### src/rtl/ccip_c0_rd_sched.sv
`default_nettype none
// ============================================================================
// Module   : ccip_c0_rd_sched
// Purpose  : Round-robin scheduler for the CCI-P c0 read-request channel with
//            line-credit throttling, response steering and drain handshake.
//            Define CCIP_C0_RD_SCHED_STATS_EN to add grant/throttle counters.
// Revision : 1.0
// ============================================================================
module ccip_c0_rd_sched #(
    parameter int          NUM_REQ          = 4,
    parameter int          MAX_ACTIVE_LINES = 512,
    parameter logic [1:0]  VC_SEL           = 2'd0,
    parameter logic [3:0]  CL_LEN_MASK      = 4'b1011,
    localparam int         CW               = $clog2(MAX_ACTIVE_LINES + 1)
) (
    input  logic                    clk,
    input  logic                    reset,
    input  logic [NUM_REQ-1:0]      req_valid,
    output logic [NUM_REQ-1:0]      req_ready,
    input  logic [NUM_REQ*42-1:0]   req_addr,
    input  logic [NUM_REQ*2-1:0]    req_len,
    input  logic [NUM_REQ*13-1:0]   req_tag,
    output logic                    c0tx_valid,
    output logic [41:0]             c0tx_addr,
    output logic [1:0]              c0tx_len,
    output logic [1:0]              c0tx_vc,
    output logic [15:0]             c0tx_mdata,
    input  logic                    c0_alm_full,
    input  logic                    c0rx_valid,
    input  logic [15:0]             c0rx_mdata,
    output logic [NUM_REQ-1:0]      rsp_valid,
    output logic [12:0]             rsp_tag,
    input  logic                    drain_req,
    output logic                    drained,
    output logic [CW-1:0]           active_lines
`ifdef CCIP_C0_RD_SCHED_STATS_EN
    ,
    output logic [NUM_REQ*32-1:0]   stat_grants,
    output logic [31:0]             stat_throttle
`endif
);

    localparam int PW = (NUM_REQ > 1) ? $clog2(NUM_REQ) : 1;

    typedef enum logic [0:0] {
        S_RUN   = 1'b0,
        S_DRAIN = 1'b1
    } state_t;

    state_t              r_state;
    state_t              w_state_nxt;
    logic [PW-1:0]       r_ptr;
    logic [CW-1:0]       r_active;

    logic [1:0]          w_len_eff [NUM_REQ];
    logic [2:0]          w_lines   [NUM_REQ];
    logic [NUM_REQ-1:0]  w_elig;
    logic                w_grant;
    logic [PW-1:0]       w_gidx;
    logic [CW:0]         w_active_sum;
    logic [CW:0]         w_active_nxt;

    for (genvar gi = 0; gi < NUM_REQ; gi++) begin : g_req
        logic [1:0] w_len_in;
        assign w_len_in       = req_len[gi*2 +: 2];
        assign w_len_eff[gi]  = ((w_len_in == 2'd2) || !CL_LEN_MASK[w_len_in]) ? 2'd0 : w_len_in;
        assign w_lines[gi]    = (w_len_eff[gi] == 2'd3) ? 3'd4 : ({1'b0, w_len_eff[gi]} + 3'd1);
        // Reset gates eligibility so no grant is visible while reset is held.
        assign w_elig[gi]     = req_valid[gi] && !reset && (r_state == S_RUN) && !c0_alm_full &&
                                (({1'b0, r_active} + (CW+1)'(w_lines[gi])) <= (CW+1)'(MAX_ACTIVE_LINES));
        assign req_ready[gi]  = w_grant && (w_gidx == PW'(gi));
        assign rsp_valid[gi]  = c0rx_valid && (c0rx_mdata[15:13] == 3'(gi));
    end

    function automatic logic [PW-1:0] rr_index(input logic [PW-1:0] base, input int off);
        int s;
        s = int'(base) + off;
        if (s >= NUM_REQ) s = s - NUM_REQ;
        return PW'(s);
    endfunction

    always_comb begin
        w_grant = 1'b0;
        w_gidx  = '0;
        for (int k = 0; k < NUM_REQ; k++) begin
            if (!w_grant && w_elig[rr_index(r_ptr, k)]) begin
                w_grant = 1'b1;
                w_gidx  = rr_index(r_ptr, k);
            end
        end
    end

    // Credits are added before the response is retired, so a response at zero
    // only saturates when nothing is granted in the same cycle.
    always_comb begin
        w_active_sum = {1'b0, r_active} + (w_grant ? (CW+1)'(w_lines[w_gidx]) : '0);
        w_active_nxt = w_active_sum;
        if (c0rx_valid && (w_active_sum != '0))
            w_active_nxt = w_active_sum - (CW+1)'(1);
    end

    always_comb begin
        w_state_nxt = r_state;
        drained     = 1'b0;
        case (r_state)
            S_RUN: begin
                if (drain_req) w_state_nxt = S_DRAIN;
            end
            S_DRAIN: begin
                drained = (r_active == '0);
                if (!drain_req) w_state_nxt = S_RUN;
            end
            default: w_state_nxt = S_RUN;
        endcase
    end

    always_ff @(posedge clk or posedge reset) begin
        if (reset) begin
            r_state    <= S_RUN;
            r_ptr      <= '0;
            r_active   <= '0;
            c0tx_valid <= 1'b0;
            c0tx_addr  <= '0;
            c0tx_len   <= '0;
            c0tx_vc    <= '0;
            c0tx_mdata <= '0;
        end else begin
            r_state    <= w_state_nxt;
            r_active   <= w_active_nxt[CW-1:0];
            c0tx_valid <= w_grant;
            if (w_grant) begin
                r_ptr      <= (w_gidx == PW'(NUM_REQ-1)) ? '0 : (w_gidx + PW'(1));
                c0tx_addr  <= req_addr[w_gidx*42 +: 42];
                c0tx_len   <= w_len_eff[w_gidx];
                c0tx_vc    <= VC_SEL;
                c0tx_mdata <= {3'(w_gidx), req_tag[w_gidx*13 +: 13]};
            end
        end
    end

    assign active_lines = r_active;
    assign rsp_tag      = c0rx_mdata[12:0];

`ifdef CCIP_C0_RD_SCHED_STATS_EN
    logic [31:0] r_stat_grants [NUM_REQ];
    logic [31:0] r_stat_throttle;

    for (genvar gs = 0; gs < NUM_REQ; gs++) begin : g_stat
        always_ff @(posedge clk or posedge reset) begin
            if (reset)
                r_stat_grants[gs] <= '0;
            else if (req_ready[gs])
                r_stat_grants[gs] <= r_stat_grants[gs] + 32'd1;
        end
        assign stat_grants[gs*32 +: 32] = r_stat_grants[gs];
    end

    // In RUN, a valid request without a grant can only be held off by
    // almost-full or by the line credit limit.
    always_ff @(posedge clk or posedge reset) begin
        if (reset)
            r_stat_throttle <= '0;
        else if ((r_state == S_RUN) && (|req_valid) && !w_grant)
            r_stat_throttle <= r_stat_throttle + 32'd1;
    end
    assign stat_throttle = r_stat_throttle;
`endif

endmodule
`default_nettype wire
### config.mk
export PLATFORM = sky130hd
export DESIGN_NAME = ccip_c0_rd_sched
export DESIGN_NICKNAME = d
export VERILOG_FILES = /design/src/rtl/ccip_c0_rd_sched.sv
export SDC_FILE = /design/constraint.sdc
export NUM_CORES = 1
export LEC_CHECK = 0
export CORE_AREA = 4 4 131 133
export CTS_CLUSTER_SIZE = 28
export DETAILED_ROUTE_END_ITERATION = 7
export DIE_AREA = 0 0 135 137
export PLACE_DENSITY_LB_ADDON = 0.15
export SETUP_SLACK_MARGIN = 0.2
export SYNTH_ARGS = -nofsm -noshare
export SYNTH_HDL_FRONTEND = slang
export SYNTH_SLANG_ARGS = --single-unit
export TNS_END_PERCENT = 5
### constraint.sdc
create_clock -name clk -period 10.58 [get_ports clk]
set_input_delay 2.645 -clock clk [delete_from_list [all_inputs] [get_ports clk]]
set_output_delay 2.645 -clock clk [all_outputs]
set_load 0.02 [all_outputs]
==> qor.yml <==
status:
  status: "completed"
layout:
  multi_input_area_um2: 3630
  layout.cells.non_filler: 1123
  nFillCells: 1327
  finalNetCount: 1177
  regArea_um2: 1830
  drive_gt1_frac: 0.0419
  synthToLayoutAreaGrowth_pct: 59.6
  fin_util: 0.595
  insertedDiodeCount: 0
global_routing:
  grt_max_degree: 54
  grt_pass1_wl_um: 33200
  grt_pass1_vias: 6269
  antenna_found_initial: 1
  grt_util_all_layers: 0.225
  grt.overflow.total: 0
yosys:
  synthArstFlopShare: 1.00
  ys_warn_count: 0
  syn_inst: 624
  synth_cell_types: 70
  synth_edf_count: 0
  syn_area_per_cell_um2: 9.46
  synth_commonest_cells: "mux2i_1 (124), dfrtp_1 (73), nand2_1 (66), o221ai_1 (36), inv_1 (35)"
  synth_area_leaders: "dfrtp_1 (31%), mux2i_1 (21%), o221ai_1 (5.3%)"
  yosysTopAreaCell: "dfrtp_1"
  yosysTopAreaCellShare: 0.309
  synth_ff_type: "dfrtp_1"
  synth.most_common_cell: "mux2i_1"
  yosysSeqAreaShare: 0.309
  ys_ff_latch: 73
  netlist_area_um2: 5900
critical_path:
  critical-path-slowest-cell: "clkdlybuf4s50_1"
  path_class: "input pin to primary output"
  critPathArrivalTime_ns: 7.10
  regToRegSetupSlack_ns: 3.35
  max_stage_delay_ns: 0.55
  cp-end-kind: "primary output"
  path_cells: "clkdlybuf4s50_1, and2_1, ha_1, nand2_1, o311ai_4, nand2_1, a2111o_1, o31ai_2, a21oi_1, nor4_4, inv_2, ha_1, nor2b_1, clkdlybuf4s50_1"
  required_ns: 7.94
  cp_max_fo: 42
  cp-start-kind: "input pin"
floorplan:
  ioPinCount: 348
  die-area_um2: 18500
  core_um2: 15800
  fp-row-count: 46
  start_util: 0.373
  die_w_um: 135
  die_h_um: 137
clock_network:
  htreeDepth: 3
  cts_made_buffers: 9
  root_buffer: "clkbuf_16"
  clock_latency_ns: 0.33
  cts_setup_buffers: 0
  clock_path_buffers: 2
  postCtsHoldBufs: 0
  tritoncts: "done"
  clock-sinks: 73
  ctsResizeCount: 0
  path_clk_slew_ns: 0.06
power:
  leakagePower_nw: 4.48
  irDropWorstVdd_mv: 0.118
  power_density_nw_per_um2: 214
routing:
  routedWlPerCell_um: 19.7
  first_pass_iters: 8
  dr_total_vias: 6032
  postRouteAntennaNets: 0
  drc_errors: 0
  viasPerCell: 5.37
  drtIter0Drc: 376
  wirelength_um: 22100
place:
  io_buffers: 318
  place_hpwl_um: 17600
  place_inst: 1107
  place.gp.congestion: 0.901
sta:
  rsz0062_at_grt: "no"
  fin_setup_tns_ns: 0
  relSlewSlack: 0.434
  holdWs_ns: 0.477
  fmax_mhz: 103
  fin_crit_sh: 0.922
  worst_pin_slew_ns: 0.849
  final-max-slew-violation-count: 0
  setup_viol: 0
  layout_min_cycle_time_ns: 9.75
  finalHoldViolations: 0
  clock_skew_ns: 0.00684
run:
  cap_viol_max_count: 0
worst_hold_path:
  holdCritPathClass: "flip-flop to flip-flop"
[through the flow]
step,setup slack (ns),power (mW),cell area (um^2)
floorplan,2.21,1.20,5910
global placement,0.991,1.69,9120
detailed placement,0.837,1.72,9120
CTS,0.828,2.03,9420
global route,0.575,2.15,9420
finish,0.830,2.02,9420
[cell usage in the layout, fill, tap and decap left out, drive strengths merged, types with 5 or more instances in the layout]
cell type	synthesis	layout
ha	21	21
a21boi	5	5
dfrtp	73	73
nand2	66	66
nand3	5	5
inv	37	37
o221ai	36	36
mux2i	124	124
and2	9	9
xor2	10	10
nor2b	10	10
a21oi	19	19
nor2	15	15
buf	44	9
clkinv	1	5
clkdlybuf4s50	0	318
a222oi	22	22
clkbuf	18	10
xnor2	20	20
a31oi	5	5
nor3	9	9
[flip-flops by register name, summed over array words and instances, names as in the netlist]
register / count
r_ptr: 2
r_state: 1
c0tx_len: 2
c0tx_addr: 42
c0tx_mdata: 15
c0tx_valid: 1
active_lines: 10
[cells by family (layout without fill, tap and decap cells)]
group           count (synthesis)  after routing  synth area share
simple gates                  144            144             0.125
compound gates                128            128             0.178
flops                          73             73             0.309
mux                           125            125             0.212
other cells                     1              3          0.000635
buf+inv                       100            381            0.0808
fa+ha+maj                      23             23            0.0496
xor+xnor                       30             30            0.0445
[layer usage]
metal  global-route usage  share of wire  vias to the layer above
li1                     -              -                     2863
met1                0.265           0.38                     2840
met2                0.404           0.51                      297
met3               0.0599          0.088                       30
met4               0.0627          0.015                        2
met5                    0        0.00050                        -
[worst paths after layout]
path | from | endpoint | cells past startpoint
hold reg to reg | c0tx_mdata[13]$_DFFE_PP0P_ | c0tx_mdata[13]$_DFFE_PP0P_ | 2
max in group asynchronous | reset | c0tx_addr[20]$_DFFE_PP0P_ | 3
min in group asynchronous | reset | active_lines[1]$_DFF_PP0_ | 2
setup reg to reg | active_lines[1]$_DFF_PP0_ | active_lines[6]$_DFF_PP0_ | 24
setup / recovery | req_len[5] | req_ready[0] | 14
hold / removal | c0tx_mdata[13]$_DFFE_PP0P_ | c0tx_mdata[13]$_DFFE_PP0P_ | 2
[final cells by class]
cell class / count / area share
inverter: 38 / 0.0153
clock inverter: 6 / 0.00690
tap: 216 / 0.0287
timing repair buffer: 327 / 0.345
clock buffer: 10 / 0.0254
multi-input combinational: 453 / 0.385
sequential: 73 / 0.194
[report_power, final]
part / total (mW) / internal, mW / switching, mW
sequential: 0.570 / 0.414 / 0.155
clock: 0.309 / 0.189 / 0.120
combinational: 1.14 / 0.565 / 0.577
total: 2.02 / 1.17 / 0.851
[worst max-delay path, delay by kind of cell]
kind | cells | cell delay [ns]
and+or+nand+nor | 5 | 0.89
AOI/OAI and AO/OA | 4 | 1.44
buffers and inverters | 3 | 1.41
adders and majority gates | 2 | 0.70
Note: power is estimated with default switching activity, not from simulation.
